File: src/rtl/imem_writer_pkg.sv
// Shared types and constants for the instruction-RAM loader.
package imem_writer_pkg;

  localparam int unsigned DEPTH_DEFAULT  = 128;
  localparam int unsigned ADDR_W_DEFAULT = 7;
  localparam int unsigned BYTE_W         = 8;
  localparam int unsigned WORD_W         = 32;
  localparam int unsigned BYTES_PER_WORD = WORD_W / BYTE_W;
  localparam int unsigned LANE_W         = 2;
  localparam int unsigned LEN_W          = 8;

  typedef enum logic [1:0] {
    ST_IDLE   = 2'd0,
    ST_RECV   = 2'd1,
    ST_WRITE  = 2'd2,
    ST_FINISH = 2'd3
  } state_e;

endpackage

File: src/rtl/imem_writer_word_packer.sv
// Assembles a little-endian 32-bit word from a byte stream; o_word already
// contains the byte presented this cycle so the completing byte needs no extra cycle.
module word_packer
  import imem_writer_pkg::*;
(
  input  logic              clk,
  input  logic              reset,
  input  logic              i_byte_valid,
  input  logic [BYTE_W-1:0] i_byte,
  input  logic              i_clear,
  output logic [WORD_W-1:0] o_word,
  output logic              o_word_full
);

  logic [WORD_W-1:0] r_word;
  logic [LANE_W-1:0] r_lane;
  logic [WORD_W-1:0] w_word;

  always_comb begin
    w_word = r_word;
    case (r_lane)
      2'd0:    w_word[7:0]   = i_byte;
      2'd1:    w_word[15:8]  = i_byte;
      2'd2:    w_word[23:16] = i_byte;
      default: w_word[31:24] = i_byte;
    endcase
  end

  assign o_word      = w_word;
  assign o_word_full = i_byte_valid && (r_lane == LANE_W'(BYTES_PER_WORD - 1));

  always_ff @(posedge clk or negedge reset) begin
    if (!reset) begin
      r_word <= '0;
      r_lane <= '0;
    end else if (i_clear) begin
      r_word <= '0;
      r_lane <= '0;
    end else if (i_byte_valid) begin
      r_word <= w_word;
      r_lane <= r_lane + LANE_W'(1);
    end
  end

endmodule

File: src/rtl/imem_writer.sv
// Loads a byte stream into instruction RAM word by word, holding the CPU via busy
// and reporting an XOR checksum of the written words on completion.
module imem_writer
  import imem_writer_pkg::*;
#(
  parameter int unsigned DEPTH  = DEPTH_DEFAULT,
  parameter int unsigned ADDR_W = ADDR_W_DEFAULT
) (
  input  logic              clk,
  input  logic              reset,
  input  logic              start,
  input  logic [LEN_W-1:0]  length,
  input  logic              abort,
  input  logic              in_valid,
  input  logic [BYTE_W-1:0] in_data,
  output logic              in_ready,
  output logic              we,
  output logic [ADDR_W-1:0] waddr,
  output logic [WORD_W-1:0] wdata,
  output logic              busy,
  output logic              done,
  output logic              error,
  output logic [WORD_W-1:0] checksum
);

  state_e            r_state;
  state_e            w_state_nxt;
  logic              w_load;
  logic              w_cap;
  logic              w_commit;
  logic              w_inc;
  logic              w_err;
  logic              w_last;
  logic              w_len_big;
  logic              w_byte_valid;
  logic              w_clear;
  logic              w_word_full;
  logic [WORD_W-1:0] w_word;

  logic [LEN_W-1:0]  r_len;
  logic [ADDR_W-1:0] r_word_cnt;
  logic [ADDR_W-1:0] r_waddr;
  logic [WORD_W-1:0] r_wdata;
  logic [WORD_W-1:0] r_checksum;
  logic              r_we;
  logic              r_in_ready;
  logic              r_busy;
  logic              r_done;
  logic              r_error;

  assign w_byte_valid = in_valid && r_in_ready;
  assign w_clear      = (r_state == ST_IDLE) || (r_state == ST_FINISH);
  assign w_last       = (32'(r_word_cnt) + 32'd1) == 32'(r_len);
  assign w_len_big    = 32'(length) > DEPTH;

  word_packer u_packer (
    .clk          (clk),
    .reset        (reset),
    .i_byte_valid (w_byte_valid),
    .i_byte       (in_data),
    .i_clear      (w_clear),
    .o_word       (w_word),
    .o_word_full  (w_word_full)
  );

  // Next-state and datapath control
  always_comb begin
    w_state_nxt = r_state;
    w_load      = 1'b0;
    w_cap       = 1'b0;
    w_commit    = 1'b0;
    w_inc       = 1'b0;
    w_err       = 1'b0;
    case (r_state)
      ST_IDLE: begin
        if (start) begin
          if (length == '0) begin
            w_state_nxt = ST_FINISH;
          end else if (w_len_big) begin
            w_err = 1'b1;
          end else begin
            w_load      = 1'b1;
            w_state_nxt = ST_RECV;
          end
        end
      end
      ST_RECV: begin
        if (abort) begin
          w_state_nxt = ST_IDLE;
        end else if (w_word_full) begin
          w_cap       = 1'b1;
          w_state_nxt = ST_WRITE;
        end
      end
      ST_WRITE: begin
        if (abort) begin
          w_state_nxt = ST_IDLE;
        end else begin
          w_commit = 1'b1;
          if (w_last) begin
            w_state_nxt = ST_FINISH;
          end else begin
            w_inc       = 1'b1;
            w_state_nxt = ST_RECV;
          end
        end
      end
      ST_FINISH: w_state_nxt = ST_IDLE;
      default:   w_state_nxt = ST_IDLE;
    endcase
  end

  always_ff @(posedge clk or negedge reset) begin
    if (!reset) begin
      r_state <= ST_IDLE;
    end else begin
      r_state <= w_state_nxt;
    end
  end

  // Status outputs registered from the next state so they line up with it
  always_ff @(posedge clk or negedge reset) begin
    if (!reset) begin
      r_in_ready <= 1'b0;
      r_busy     <= 1'b0;
      r_we       <= 1'b0;
      r_done     <= 1'b0;
      r_error    <= 1'b0;
    end else begin
      r_in_ready <= (w_state_nxt == ST_RECV);
      r_busy     <= (w_state_nxt == ST_RECV) || (w_state_nxt == ST_WRITE);
      r_we       <= (w_state_nxt == ST_WRITE);
      r_done     <= (w_state_nxt == ST_FINISH);
      r_error    <= w_err;
    end
  end

  always_ff @(posedge clk or negedge reset) begin
    if (!reset) begin
      r_len      <= '0;
      r_word_cnt <= '0;
      r_waddr    <= '0;
      r_wdata    <= '0;
      r_checksum <= '0;
    end else begin
      if (w_load) begin
        r_len      <= length;
        r_word_cnt <= '0;
        r_checksum <= '0;
      end
      if (w_cap) begin
        r_waddr <= r_word_cnt;
        r_wdata <= w_word;
      end
      if (w_commit) begin
        r_checksum <= r_checksum ^ r_wdata;
      end
      if (w_inc) begin
        r_word_cnt <= r_word_cnt + ADDR_W'(1);
      end
    end
  end

  // An abort during the write cycle suppresses the strobe itself
  assign we       = r_we && !abort;
  assign in_ready = r_in_ready;
  assign busy     = r_busy;
  assign done     = r_done;
  assign error    = r_error;
  assign waddr    = r_waddr;
  assign wdata    = r_wdata;
  assign checksum = r_checksum;

endmodule

File: config.mk
export PLATFORM = sky130hd
export DESIGN_NAME = imem_writer
export DESIGN_NICKNAME = d
export VERILOG_FILES = /design/src/rtl/imem_writer_pkg.sv /design/src/rtl/imem_writer_word_packer.sv /design/src/rtl/imem_writer.sv
export SDC_FILE = /design/constraint.sdc
export NUM_CORES = 1
export LEC_CHECK = 0
export ABC_AREA = 1
export CAP_MARGIN = 20
export CORE_ASPECT_RATIO = 0.9
export CORE_MARGIN = 10
export CORE_UTILIZATION = 53
export DETAILED_ROUTE_END_ITERATION = 16
export PLACE_DENSITY_LB_ADDON = 0.3
export RECOVER_POWER = 50
export REMOVE_ABC_BUFFERS = 1
export SLEW_MARGIN = 0
export SYNTH_ARGS = -nofsm -noshare
export SYNTH_HDL_FRONTEND = slang
export SYNTH_SLANG_ARGS = --single-unit
File: constraint.sdc
create_clock -name clk -period 2.8 [get_ports clk]
set_clock_uncertainty 0.1 [all_clocks]
set_input_delay 0.42 -clock clk [delete_from_list [all_inputs] [get_ports clk]]
set_output_delay 0.42 -clock clk [all_outputs]
set_load 0.005 [all_outputs]
======== Word-level counts from Yosys, hierarchy flattened ========
Index checks and enable logic that the tools add are counted.
Widths: inputs -> output; s select.
word-level totals
  register bits after elaboration ......... 127
  latch bits .............................. 0
  output and inout bits ................... 76
  memory bits (read-only) ................. 0
  RAM bits ................................ 0
  word-level logic and storage cells ...... 77
  memories kept ........................... 0
  bits of input ports ..................... 21
operators by class
  shifts and indexed selects .............. 0
  multipliers ............................. 0
  divide/modulo/power cells ............... 0
  $add $sub $neg .......................... 3
  reduce and logical (&&, ||, !) cells .... 13
  magnitude comparators ................... 1
  equality and inequality tests ........... 10
  bitwise logic cells ..................... 1
  muxes and demuxes ....................... 36
operators with widths
  cell                 number
  $mux 32              4
  $mux 8               4
  $xor 32x32->32       1
  $mux 2               9
  $mux 1               16
  $mux 7               2
  $eq 2x2->1 const B   6
  $add 7x1->8 const B  1
  $eq 8x8->1           1
  $gt 8x8->1 const B   1
  $logic_not 8->1      1
  $pmux 2 s4           1
  $add 7x1->7 const B  1
  $eq 2x1->1 const B   3
  $reduce_bool 2->1    3
  $logic_not 2->1      2
  $logic_and 1x1->1    3
  $reduce_or 3->1      1
  $add 2x1->2 const B  1
  $logic_or 1x1->1     2
  $logic_not 1->1      1

======== Longest topological paths before layout ========
Gate-level depths: netlist of run 1.
  depth after elaboration ................. 7
  depth in mapped cells ................... 14
  depth with buffers taken out ............ 14

======== Cells and area by module ========
A second synthesis of run 1 with hierarchy kept.
unflattened totals
  cells, all modules ...................... 685
  area, all modules ....................... 5,958.2 sq um
modules (own cells, without submodules)
  module       area each (sq um)  cells an instance  sequential area each (sq um)  times used
  imem_writer  4,194.0            428                2,327.2                       1
  word_packer  1,764.2            257                850.8                         1

======== Worst setup path after synthesis of run 1 ========
OpenSTA, ideal clock, no wires.
  path kind ............................... flip-flop to flip-flop
  from .................................... register r_word_cnt[0]
  to ...................................... register r_busy (netlist: busy)
  required time ........................... 2.587 ns
  setup time .............................. 0.113 ns
  data arrival time ....................... 1.818 ns
  path slack .............................. 0.769 ns
  buffers on the path ..................... 0
  cell stages (with the launch flop) ...... 12
  cell sequence ........................... dfrtp_1 ha_1 xnor2_1 nand2_1 nor2_1 nand3_1 nor2_4 nand3_1 nand2_1 inv_2 ha_1 inv_1
on the way
  longest elaborated chain between the ends .. 7
  elaborated cells on any way between the ends .. 8
  classes of those cells .................. 1 x add/sub; 3 x eq/ne; 3 x mux; 1 x reduce/logical
RTL lines
  element                                   line                source
  from (decl)                               imem_writer.sv:41   logic [ADDR_W-1:0] r_word_cnt;
  from (signal assigned)                    imem_writer.sv:159  r_word_cnt <= r_word_cnt + ADDR_W'(1);
  $add 7x1->8 (*)                           imem_writer.sv:53   assign w_last = (32'(r_word_cnt) + 32'd1) == 32'(r_len);
  $eq 8x8->1 (*)                            imem_writer.sv:53
  $mux 2 (*)                                imem_writer.sv:100  if (w_last) begin
  $mux 2 (*)                                imem_writer.sv:96   if (abort) begin
  $pmux 2 s4 (*)                            imem_writer.sv:74   case (r_state)
  via w_state_nxt[1]                        imem_writer.sv:27   state_e w_state_nxt;
  $eq 2x1->1 or $eq 2x2->1 (tied branches)  imem_writer.sv:131  r_busy <= (w_state_nxt == ST_RECV) || (w_state_nxt == ST_WRITE);
  $logic_or 1x1->1 (*)                      imem_writer.sv:131
  to (signal assigned)                      imem_writer.sv:131
  to (decl)                                 imem_writer.sv:47   logic r_busy;
The timed path passes the listed nets; every way through them passes the cells marked *.
A chain may end at the register's enable or synchronous reset.

======== Worst setup path in the final report of run 1 ========
  from .................................... register r_state[1]
  to ...................................... register u_packer.r_word[0]
on the way
  longest elaborated chain between the ends .. 3
  elaborated cells on any way between the ends .. 5
  classes of those cells .................. 1 x eq/ne; 1 x mux; 3 x reduce/logical
RTL lines
  element                                        line                           source
  from (decl)                                    imem_writer.sv:26              state_e r_state;
  from (signal assigned)                         imem_writer.sv:117             r_state <= w_state_nxt;
  $eq 2x2->1 or $logic_not 2->1 (tied branches)  imem_writer.sv:52              assign w_clear = (r_state == ST_IDLE) || (r_state == ST_FINISH);
  $logic_or 1x1->1 (*)                           imem_writer.sv:52
  $mux 32 or $reduce_bool 2->1 (tied branches)   n/a
  to (signal assigned)                           imem_writer_word_packer.sv:40  r_word <= w_word;
  to (decl)                                      imem_writer_word_packer.sv:15  logic [WORD_W-1:0] r_word;
Mark *: on every way between the ends. The rest lies on a longest branch, timed or not.

==> metrics, run 1 <==
status=finished, violations left; violated checks=capacitance limit, slew limit; largest net degree at the start of global routing=62; post-route ant nets=0; area leader, netlist=dfrtp_1; final setup vio count=0; Vias=4533; grt ovf=0; Yosys Warn Count=0; number of distinct library cells after synthesis=33; Synth top area share=54.8%; number of max-cap violations=1; Core Footprint=0.0108 mm2; commonest non-fill, non-tap cell in the layout=dfrtp_1; Final Util=69.8%; 1st-iter DRT viols=373; die area=0.0155 mm2; final instance area=0.00751 mm2; highest clock rate=0.410 GHz; final clock period utilization by the worst path=87.2%; P&R area growth vs syn=29.6%; CP Capture Type=flop; RSZ-0062 raised after global routing=no; final hold slack=0.424 ns; die width=between 100 and 150 um; overall global routing resource usage=18.8%; fin cells=878; ant diodes=0; Startpoint Class=flop; nets=between 700 and 800; maximum VDD drop=0.000409 V; Clock transition at path regs=0.06 ns; most frequent cells in the layout=127 x dfrtp_1, 126 x nand2_1, 90 x clkdlybuf4s50_1; EDFF count, synth=0; CP Class=flop to flop; share of cells above drive strength 1=under 10%; CP Cell Sequence=inv_1, ha_1, nand2_1, clkbuf_1, o21ai_0; Pwr Density=between 600 and 700 mW/mm2; worst slew pin tran=1.54 ns; dominant cells by area after synthesis=dfrtp_1 55%, nand2_1 8.2%, xor2_1 5.0%; worst setup path start=r_state[1]; I/O Pins=97; Clock Path Buffers=2; Worst Path Max Fanout=34; post-cts resize count=0; post-CTS setup buffers=0; Residual DRC=0; Synth Instances=about 630; later-pin clock latency in the skew report=0.41 ns; CTS tree=built; Fin. Hold Viols=0; buffers added on ports=96; syn avg cell area=9.18 um2; die height=119 um; RR Startpoint=r_state[1]; mapped cell area=0.00580 mm2; asr flop ratio synth=100%; hold path start=waddr[1]; Worst path slowest cell=clkbuf_1; Final Max Slew Viols=60; Num CTS Buffers=17; wire per inst=~15 um; first-pass GRT wire length=23.6 mm; Detailed Route WL=13.5 mm; Top FF cell, synth=dfrtp_1; Seq/Total Area, Yosys=between 50% and 60%; initial antenna violation count=0; vias in the first global route=4768; drt via density=5.16; # rows=36; root buffer cell=clkbuf_16; Leak=0.00346 uW; initial core utilization=53.8%; Worst path max stage delay=1.05 ns; flops & latches, synth=127; cell count after placement=845; Crit path arrival time=between 2 and 3 ns; Req. time, crit path=between 2 and 3 ns; H-Tree Depth=4; post-placement cell area=0.00690 mm2; Clock Sinks=~130; min Tclk post-route=~2.4 ns; total iterations of the first detailed-routing run=5; Worst Hold Class=flop to flop; slew margin rel.=-2.33%; Final Wtd Congestion=just over 0.8; detailed-placement wirelength estimate=9.26 mm
-- flip-flops by register name, indices dropped and copies added (netlist names) --
register / flops
u_packer.r_lane: 2
checksum: 32
wdata: 32
u_packer.r_word: 32
done: 1
r_word_cnt: 7
busy: 1
r_state: 2
r_len: 8
waddr: 7
r_we: 1
error: 1
in_ready: 1
-- critical path: cells and delay by family, from the launching register on --
kind / cells / cell delay (ns)
AO/OA/AOI/OAI: 1 / 0.24
adder cells (fa/ha/maj): 1 / 0.26
buffers and inverters: 2 / 1.17
flip-flops: 1 / 0.39
AND/OR/NAND/NOR: 1 / 0.08
-- Yosys cell counts (2+ instances only) --
cell type and count:
nand3_1 21, nand2_4 2, ha_1 12, nand2_2 4, clkbuf_1 14, dfrtp_1 127, buf_4 3, nand2_1 126
nor2_1 60, xor2_1 33, o21ai_0 50, nor2_2 3, a21oi_1 23, o21ai_1 10, mux2_1 13, nand3_2 2
o22ai_1 16, inv_2 3, nand4_1 9, nand3b_1 2, buf_6 2, inv_1 76, nor2_4 2, buf_2 5
a211oi_1 2, mux2_2 4
-- through the flow --
| step | setup WS (ns) | TNS (ns) | power, uW |
|---|---|---|---|
| global route | 0.184 | 0 | 5310 |
| finish | 0.359 | 0 | 5060 |
| detailed placement | 0.437 | 0 | 2810 |
| floorplan | -0.645 | -19.56 | 2490 |
| CTS | 0.508 | 0 | 5100 |
| global placement | 0.514 | 0 | 2780 |
-- layer usage --
layer	wire length [um]	track usage, %	share of wire [%]
met3	836	5.50	6.2
met4	183	6.18	1.4
met1	5680	23.0	42
met5	0	0	0
met2	6850	30.9	51
-- repair_timing --
action,in CTS,in global routing
hold buffers,1,0
endpoints found under the hold margin,58,0
endpoints found under the setup margin,0,0
-- kinds of logic (layout without fill, tap and decap cells) --
family,Yosys count,after routing,share of synthesized area (%)
xor+xnor,34,34,5.14
flops,127,127,54.8
mux,17,17,3.30
buf+inv,105,219,7.53
simple gates,233,233,17.2
compound gates,103,103,9.41
fa+ha+maj,12,12,2.59
-- report_power, final --
part / leakage, uW / total, uW / switching, uW / internal (uW)
Sequential: 0.00175 / 2030 / 72.5 / 1950
Combinational: 0.00141 / 740 / 491 / 249
Clock: 0.000297 / 2290 / 778 / 1510
Total: 0.00346 / 5060 / 1340 / 3720
-- final cells by class --
cell class              instances  area [um2]
clock buffers                  23         498
clock inverters                 9         130
fillers                       821        3250
inverters                      80         300
multi-input cells             399        2180
flip-flops and latches        127        3180
well taps                     133         166
repair buffers                107        1060
-- final timing paths --
kind                                      end  slack [ns]  cells after the start
max                        u_packer.r_word[0]        0.36                      5
min                                  waddr[1]        0.42                      1
max reg2reg                u_packer.r_word[0]        0.36                      5
min reg2reg                          waddr[1]        0.42                      1
max in group asynchronous        checksum[10]        0.52                      3
min in group asynchronous            r_len[1]        0.81                      2
(Power assumes the default switching activity.)
==> run 2, diff against run 1 <==
- ABC_AREA: 1 -> 0
- CORE_UTILIZATION: 53 -> 54
==> metrics, run 2 <==
status=finished, violations left; violated checks=capacitance limit, slew limit; worst r2r path cells=9 (+4); Clock Sinks=127 (unchanged); Req. time, crit path=3.01 ns (+0.09 ns); Final Wtd Congestion=0.816 (about the same); CTS tree=built; share of cells above drive strength 1=10.8% (+2.6 points); clock power share=36.9% (-8.4 points); Synth top area share=52.2% (-2.6 points); highest clock rate=0.380 GHz (-7.2%); grt ovf=0 (unchanged); WHS Endpoint=checksum[26]; CP Cell Sequence=ha_1, xnor3_1, o2111ai_1, nor3_2, o2111a_2, nand2_1, a32o_1, ha_1, inv_1; Clock transition at path regs=0.05 ns (about the same); post-placement cell area=0.00719 mm2 (+4.2%); die height=121 um (+1.3%); later-pin clock latency in the skew report=0.41 ns (about the same); Seq/Total Area, Yosys=52.2% (-2.6 points); total iterations of the first detailed-routing run=5 (unchanged); Num CTS Buffers=17 (unchanged); syn avg cell area=9.74 um2 (+6.1%); cell mode on critical path=ha_1; Worst Path Max Fanout=10 (-71%); maximum VDD drop=0.000540 V (+32%); Worst path max stage delay=0.43 ns (-0.62 ns); detailed-placement wirelength estimate=10.1 mm (+9.0%); number of max-cap violations=1 (unchanged); sw power=1830 uW (+36%); ant diodes=0 (unchanged); Detailed Route WL=15.6 mm (+15%); initial core utilization=55.6% (+1.8 points); vias in the first global route=5100 (+7.0%); Clock Path Buffers=2 (unchanged); H-Tree Depth=4 (unchanged); post-synthesis mux area share=8.01% (+4.7 points); number of distinct library cells after synthesis=56 (+70%); sw frac=30.6% (+4.0 points); largest net degree at the start of global routing=71 (+15%); post-CTS setup buffers=0 (unchanged); area leader, netlist=dfrtp_1; EDFF count, synth=0 (unchanged); wire per inst=17.8 um (+15%); Pwr Density=768 mW/mm2 (+14%); CP delay by family, top=compound AO/OA/AOI/OAI gates; Synth Area in Simple Gates=16.2% (-0.95 points); P&R area growth vs syn=27.8%; # rows=36 (unchanged); hold path cells=1 (unchanged); Leak=0.00351 uW (+1.5%); flops & latches, synth=127 (unchanged); Synth Instances=625 (-0.95%); die area=0.0159 mm2 (+2.6%); adder-cell share of the synthesized area=2.47% (-0.12 points); cell count after placement=843 (-0.24%); post-synthesis xor/xnor area fraction=1.52% (-3.6 points); Top FF cell, synth=dfrtp_1; Buf/Inv on CP=1 (-1); FF-to-FF End=busy; asr flop ratio synth=100% (unchanged); most frequent cells in the layout=127 x dfrtp_1, 78 x nand2_1, 66 x nor2_1; CP Class=flop to flop; area of the multi-input gates=0.00267 mm2 (+23%); Internal=4150 uW (+12%); Vias=4905 (+8.2%); fillcell total=820 (-0.12%); Startpoint Class=flop; CP Capture Type=flop; Core Footprint=0.0109 mm2 (+1.7%); fin cells=876 (-0.23%); compound-cell area share of the yosys netlist=15.5% (+6.1 points); first-pass GRT wire length=26.0 mm (+10%); final setup vio count=0 (unchanged); Final Util=71.1% (+1.3 points); register cell area after layout=0.00318 mm2 (unchanged); die width=132 um (+1.3%); dominant cells by area after synthesis=dfrtp_1 52%, mux2i_1 5.4%, o21ai_0 4.8%; main combinational cell family by area after synthesis=simple AND/OR/NAND/NOR gates; I/O Pins=97 (unchanged); mapped cell area=0.00609 mm2 (+5.1%); root buffer cell=clkbuf_16; drt via density=5.60 (+8.5%); Worst path slowest cell=xnor3_1; RSZ-0062 raised after global routing=no; post-route ant nets=0 (unchanged); commonest non-fill, non-tap cell in the layout=dfrtp_1; min Tclk post-route=2.63 ns (+0.190 ns); Crit path arrival time=2.84 ns (+0.28 ns); overall global routing resource usage=19.9% (+1.2 points); combinational power share=26.7% (+12 points); RR Startpoint=r_word_cnt[0]; final instance area=0.00778 mm2 (+3.5%); Fin. Hold Viols=0 (unchanged); top-count cell post-synth=dfrtp_1; Residual DRC=0 (unchanged); Final Max Slew Viols=70 (+17%); hold path start=checksum[26]; Yosys Warn Count=0 (unchanged); Seq pwr share=36.4% (-3.7 points); buffers added on ports=96 (unchanged); worst slew pin tran=1.80 ns (+0.261 ns); Register-to-Register Setup Slack=0.17 ns (-0.19 ns); top cells by count, synth=127 x dfrtp_1, 78 x nand2_1, 67 x nor2_1, 59 x o21ai_0, 39 x nand3_1; Worst Hold Class=flop to flop; final clock period utilization by the worst path=93.9% (+6.8 points); slew margin rel.=-19.7% (-17 points); 1st-iter DRT viols=429 (+15%); initial antenna violation count=0 (unchanged); nets=744 (-2.7%)
-- run 2: cell count changes after synthesis, moves of 16 or more --
cell      delta
mux2i_1     +33
o22ai_1     -16
inv_1       -68
nand3_1     +18
a21boi_0    +31
xor2_1      -32
nand2_1     -48
-- run 2: logic make-up (layout without fill, tap and decap cells) --
| group | after synthesis | after routing |
|---|---|---|
| buffers and inverters | 57 | 156 |
| AOI/OAI and AO/OA | 156 | 156 |
| xor gates and xnor gates | 9 | 9 |
| muxes | 47 | 47 |
| DFF | 127 | 127 |
| adders and majority gates | 12 | 12 |
| and+or+nand+nor | 217 | 217 |
-- run 2: how the worst max path moves through the flow --
stage	start	endpoint	cells after the start
floorplan	in_valid	busy	6
global placement	r_word_cnt[0]	busy	9
detailed placement	length[2]	checksum[13]	8
CTS	r_word_cnt[0]	busy	9
global route	reset	wdata[31]	3
finish	r_word_cnt[0]	busy	9
-- run 2: timing repair --
action,4_1_cts,5_1_grt
endpoints found under the setup margin,0,0
hold endpoints to repair,65,0
hold buffers,1,0
gates resized for setup,0,0
-- run 2: cell type report --
class | instances | area share [%]
clock buffers | 27 | 6.72
well taps | 152 | 2.44
multi-input cells | 441 | 34.4
repair buffers | 116 | 14.3
flip-flops and latches | 127 | 40.9
inverters | 8 | 0.386
clock inverters | 5 | 0.965
-- run 2: power groups by stage --
stage               sequential, uW  clock [uW]  combinational (uW)
finish                        2180        2200                1590
global route                  2200        2330                1750
CTS                           2180        2230                1610
detailed placement            2200           0                1580
global placement              2190           0                1530
floorplan                     2180           0                1000
-- run 2: per-layer routing --
| metal | up-vias | track usage [%] | share of wire, % |
|---|---|---|---|
| li1 | 2322 | - | - |
| met1 | 2424 | 23.9 | 42 |
| met2 | 139 | 33.2 | 50 |
| met3 | 20 | 6.62 | 6.9 |
| met4 | 0 | 6.60 | 1.3 |
| met5 | - | 0 | 0 |
-- run 2: metrics by stage --
step	setup TNS (ns)	hold slack (ns)	power (uW)	setup slack [ns]
floorplan	-43.16	0.0244	3190	-1.09
global placement	0	0.355	3720	0.278
detailed placement	0	0.361	3790	0.163
CTS	0	0.371	6020	0.182
global route	0	0.390	6270	0.0208
finish	0	0.362	5980	0.170
==> run 3, diff against run 2 <==
--- a/config.mk
+++ b/config.mk
@@ -7,3 +7,2 @@
 export LEC_CHECK = 0
-export ABC_AREA = 0
 export CAP_MARGIN = 20
@@ -16,3 +15,2 @@
 export REMOVE_ABC_BUFFERS = 1
-export SLEW_MARGIN = 0
 export SYNTH_ARGS = -nofsm -noshare
--- a/constraint.sdc
+++ b/constraint.sdc
@@ -4,2 +4,2 @@
 set_output_delay 0.42 -clock clk [all_outputs]
-set_load 0.005 [all_outputs]
+set_load 0.05 [all_outputs]
==> metrics, run 3 (synthesized netlist as in run 2, its figures left out) <==
CP Class=flop to flop; post-route ant nets=0 (unchanged); Buf/Inv on CP=1 (unchanged); P&R area growth vs syn=28.6%; Register-to-Register Setup Slack=0.20 ns (+0.03 ns); Worst path max stage delay=0.42 ns (about the same); worst slew pin tran=1.70 ns (-0.0956 ns); fin cells=874 (-0.23%); CP Capture Type=flop; drt via density=5.68 (+1.4%); die height=121 um (unchanged); violated checks=capacitance limit, slew limit; Num CTS Buffers=17 (unchanged); die area=0.0159 mm2 (unchanged); highest clock rate=0.385 GHz (+1.3%); cell mode on critical path=ha_1; first-pass GRT wire length=25.5 mm (-1.9%); slew margin rel.=-13.3% (+6.4 points); Worst Hold Class=flop to flop; die width=132 um (unchanged); final setup vio count=0 (unchanged); detailed-placement wirelength estimate=10.2 mm (+1.3%); maximum VDD drop=0.000574 V (+6.4%); RR Startpoint=r_word_cnt[0]; Worst path slowest cell=xnor3_1; later-pin clock latency in the skew report=0.42 ns (about the same); commonest non-fill, non-tap cell in the layout=dfrtp_1; total negative setup slack=0 ns (unchanged); Vias=4963 (+1.2%); RSZ-0062 raised after global routing=no; nets=742 (-0.27%); Detailed Route WL=15.3 mm (-1.7%); cell count after placement=841 (-0.24%); post-cts resize count=0 (unchanged); Clock Path Buffers=2 (unchanged); hold path start=checksum[21]; share of cells above drive strength 1=10.9% (+0.17 points); ant diodes=0 (unchanged); initial antenna violation count=0 (unchanged); post-placement cell area=0.00718 mm2 (about the same); Startpoint Class=flop; Crit path arrival time=2.81 ns (-0.03 ns); initial core utilization=55.6% (unchanged); final clock period utilization by the worst path=92.8% (-1.2 points); hold path cells=1 (unchanged); worst r2r path cells=9 (unchanged); Final Wtd Congestion=0.803 (-1.6%); vias in the first global route=4984 (-2.3%); CP delay by family, top=compound AO/OA/AOI/OAI gates; Worst Path Max Fanout=10 (unchanged); Leak=0.00341 uW (-2.9%); CTS tree=built; Fin. Hold Viols=0 (unchanged); FF-to-FF End=busy; overall global routing resource usage=19.5% (-0.43 points); 1st-iter DRT viols=485 (+13%); Residual DRC=0 (unchanged); dpl ws=0.181 ns (+0.0174 ns); status=finished, violations left; Clock Sinks=127 (unchanged); Final Max Slew Viols=67 (-4.3%); largest net degree at the start of global routing=71 (unchanged); Req. time, crit path=3.01 ns (about the same); I/O Pins=97 (unchanged); CP Cell Sequence=ha_1, xnor3_1, o2111ai_1, nor3_2, o2111a_2, nand2_1, a32o_1, ha_1, inv_1; Clock transition at path regs=0.06 ns (about the same); # rows=36 (unchanged); grt ovf=0 (unchanged); number of max-cap violations=1 (unchanged); H-Tree Depth=4 (unchanged); Core Footprint=0.0109 mm2 (unchanged); root buffer cell=clkbuf_16; most frequent cells in the layout=127 x dfrtp_1, 93 x clkdlybuf4s50_1, 78 x nand2_1; WHS Endpoint=checksum[21]; total iterations of the first detailed-routing run=5 (unchanged); wire per inst=17.5 um (-1.4%); final instance area=0.00783 mm2 (+0.69%); Final Worst Setup Slack=0.202 ns (+0.0329 ns); Pwr Density=813 mW/mm2 (+5.8%); min Tclk post-route=2.60 ns (-0.0329 ns); buffers added on ports=96 (unchanged)
run 3: changes by cell type in the layout (fill, tap and decap cells not counted), moves of 2 or more:
cell             delta
dlygate4sd3_1      -37
clkdlybuf4s50_1    +36
bufinv_16           +3
clkbuf_1            -3
clkbuf_2            -2
clkbuf_8            -2
run 3: through the flow:
step,hold slack (ns),utilization [%],power (uW)
6_report,0.378,71.6,6370
2_1_floorplan,0.0244,-,3310
5_1_grt,0.404,71.6,6640
3_5_place_dp,0.360,65.6,3920
4_1_cts,0.387,71.8,6390
3_3_place_gp,0.356,65.6,3840
run 3: repair_timing:
action,in CTS,in global routing
endpoints found under the hold margin,65,0
hold buffers,1,0
setup buffers,0,0
run 3: where the power goes:
| part | internal (uW) | switching [uW] |
|---|---|---|
| clock network | 1670 | 795 |
| logic | 692 | 1030 |
| registers | 2020 | 163 |
run 3: worst max-delay path by stage:
stage | slack, ns | cells after the start | endpoint | start
detailed placement | 0.18 | 8 | checksum[16] | length[5]
global placement | 0.29 | 9 | busy | r_word_cnt[0]
floorplan | -1.36 | 6 | busy | in_ready
finish | 0.20 | 9 | busy | r_word_cnt[0]
global route | 0.1 | 3 | u_packer.r_word[4] | reset
CTS | 0.19 | 9 | busy | r_word_cnt[0]
run 3: cell type report:
type | count | area [um2]
Multi-Input combinational cell | 441 | 2670
Inverter | 8 | 30.0
Fill cell | 809 | 3110
Sequential cell | 127 | 3180
Clock inverter | 10 | 181
Timing Repair Buffer | 114 | 1100
Tap cell | 152 | 190
Clock buffer | 22 | 484
run 3: worst reg2reg max path: stages, from the launching register on:
cell and delay, ns:
dfrtp_1 0.38, ha_1 0.33, xnor3_1 0.43, o2111ai_1 0.13, nor3_2 0.16, o2111a_2 0.32
nand2_1 0.10, a32o_1 0.25, ha_1 0.27, inv_1 0.03
run 3: routing by layer:
metal | routed length [um] | track usage [%] | part of all wire [%]
met5 | 0 | 0 | 0
met4 | 269 | 8.40 | 1.8
met3 | 1050 | 5.59 | 6.9
met2 | 7570 | 31.4 | 49
met1 | 6430 | 24.1 | 42
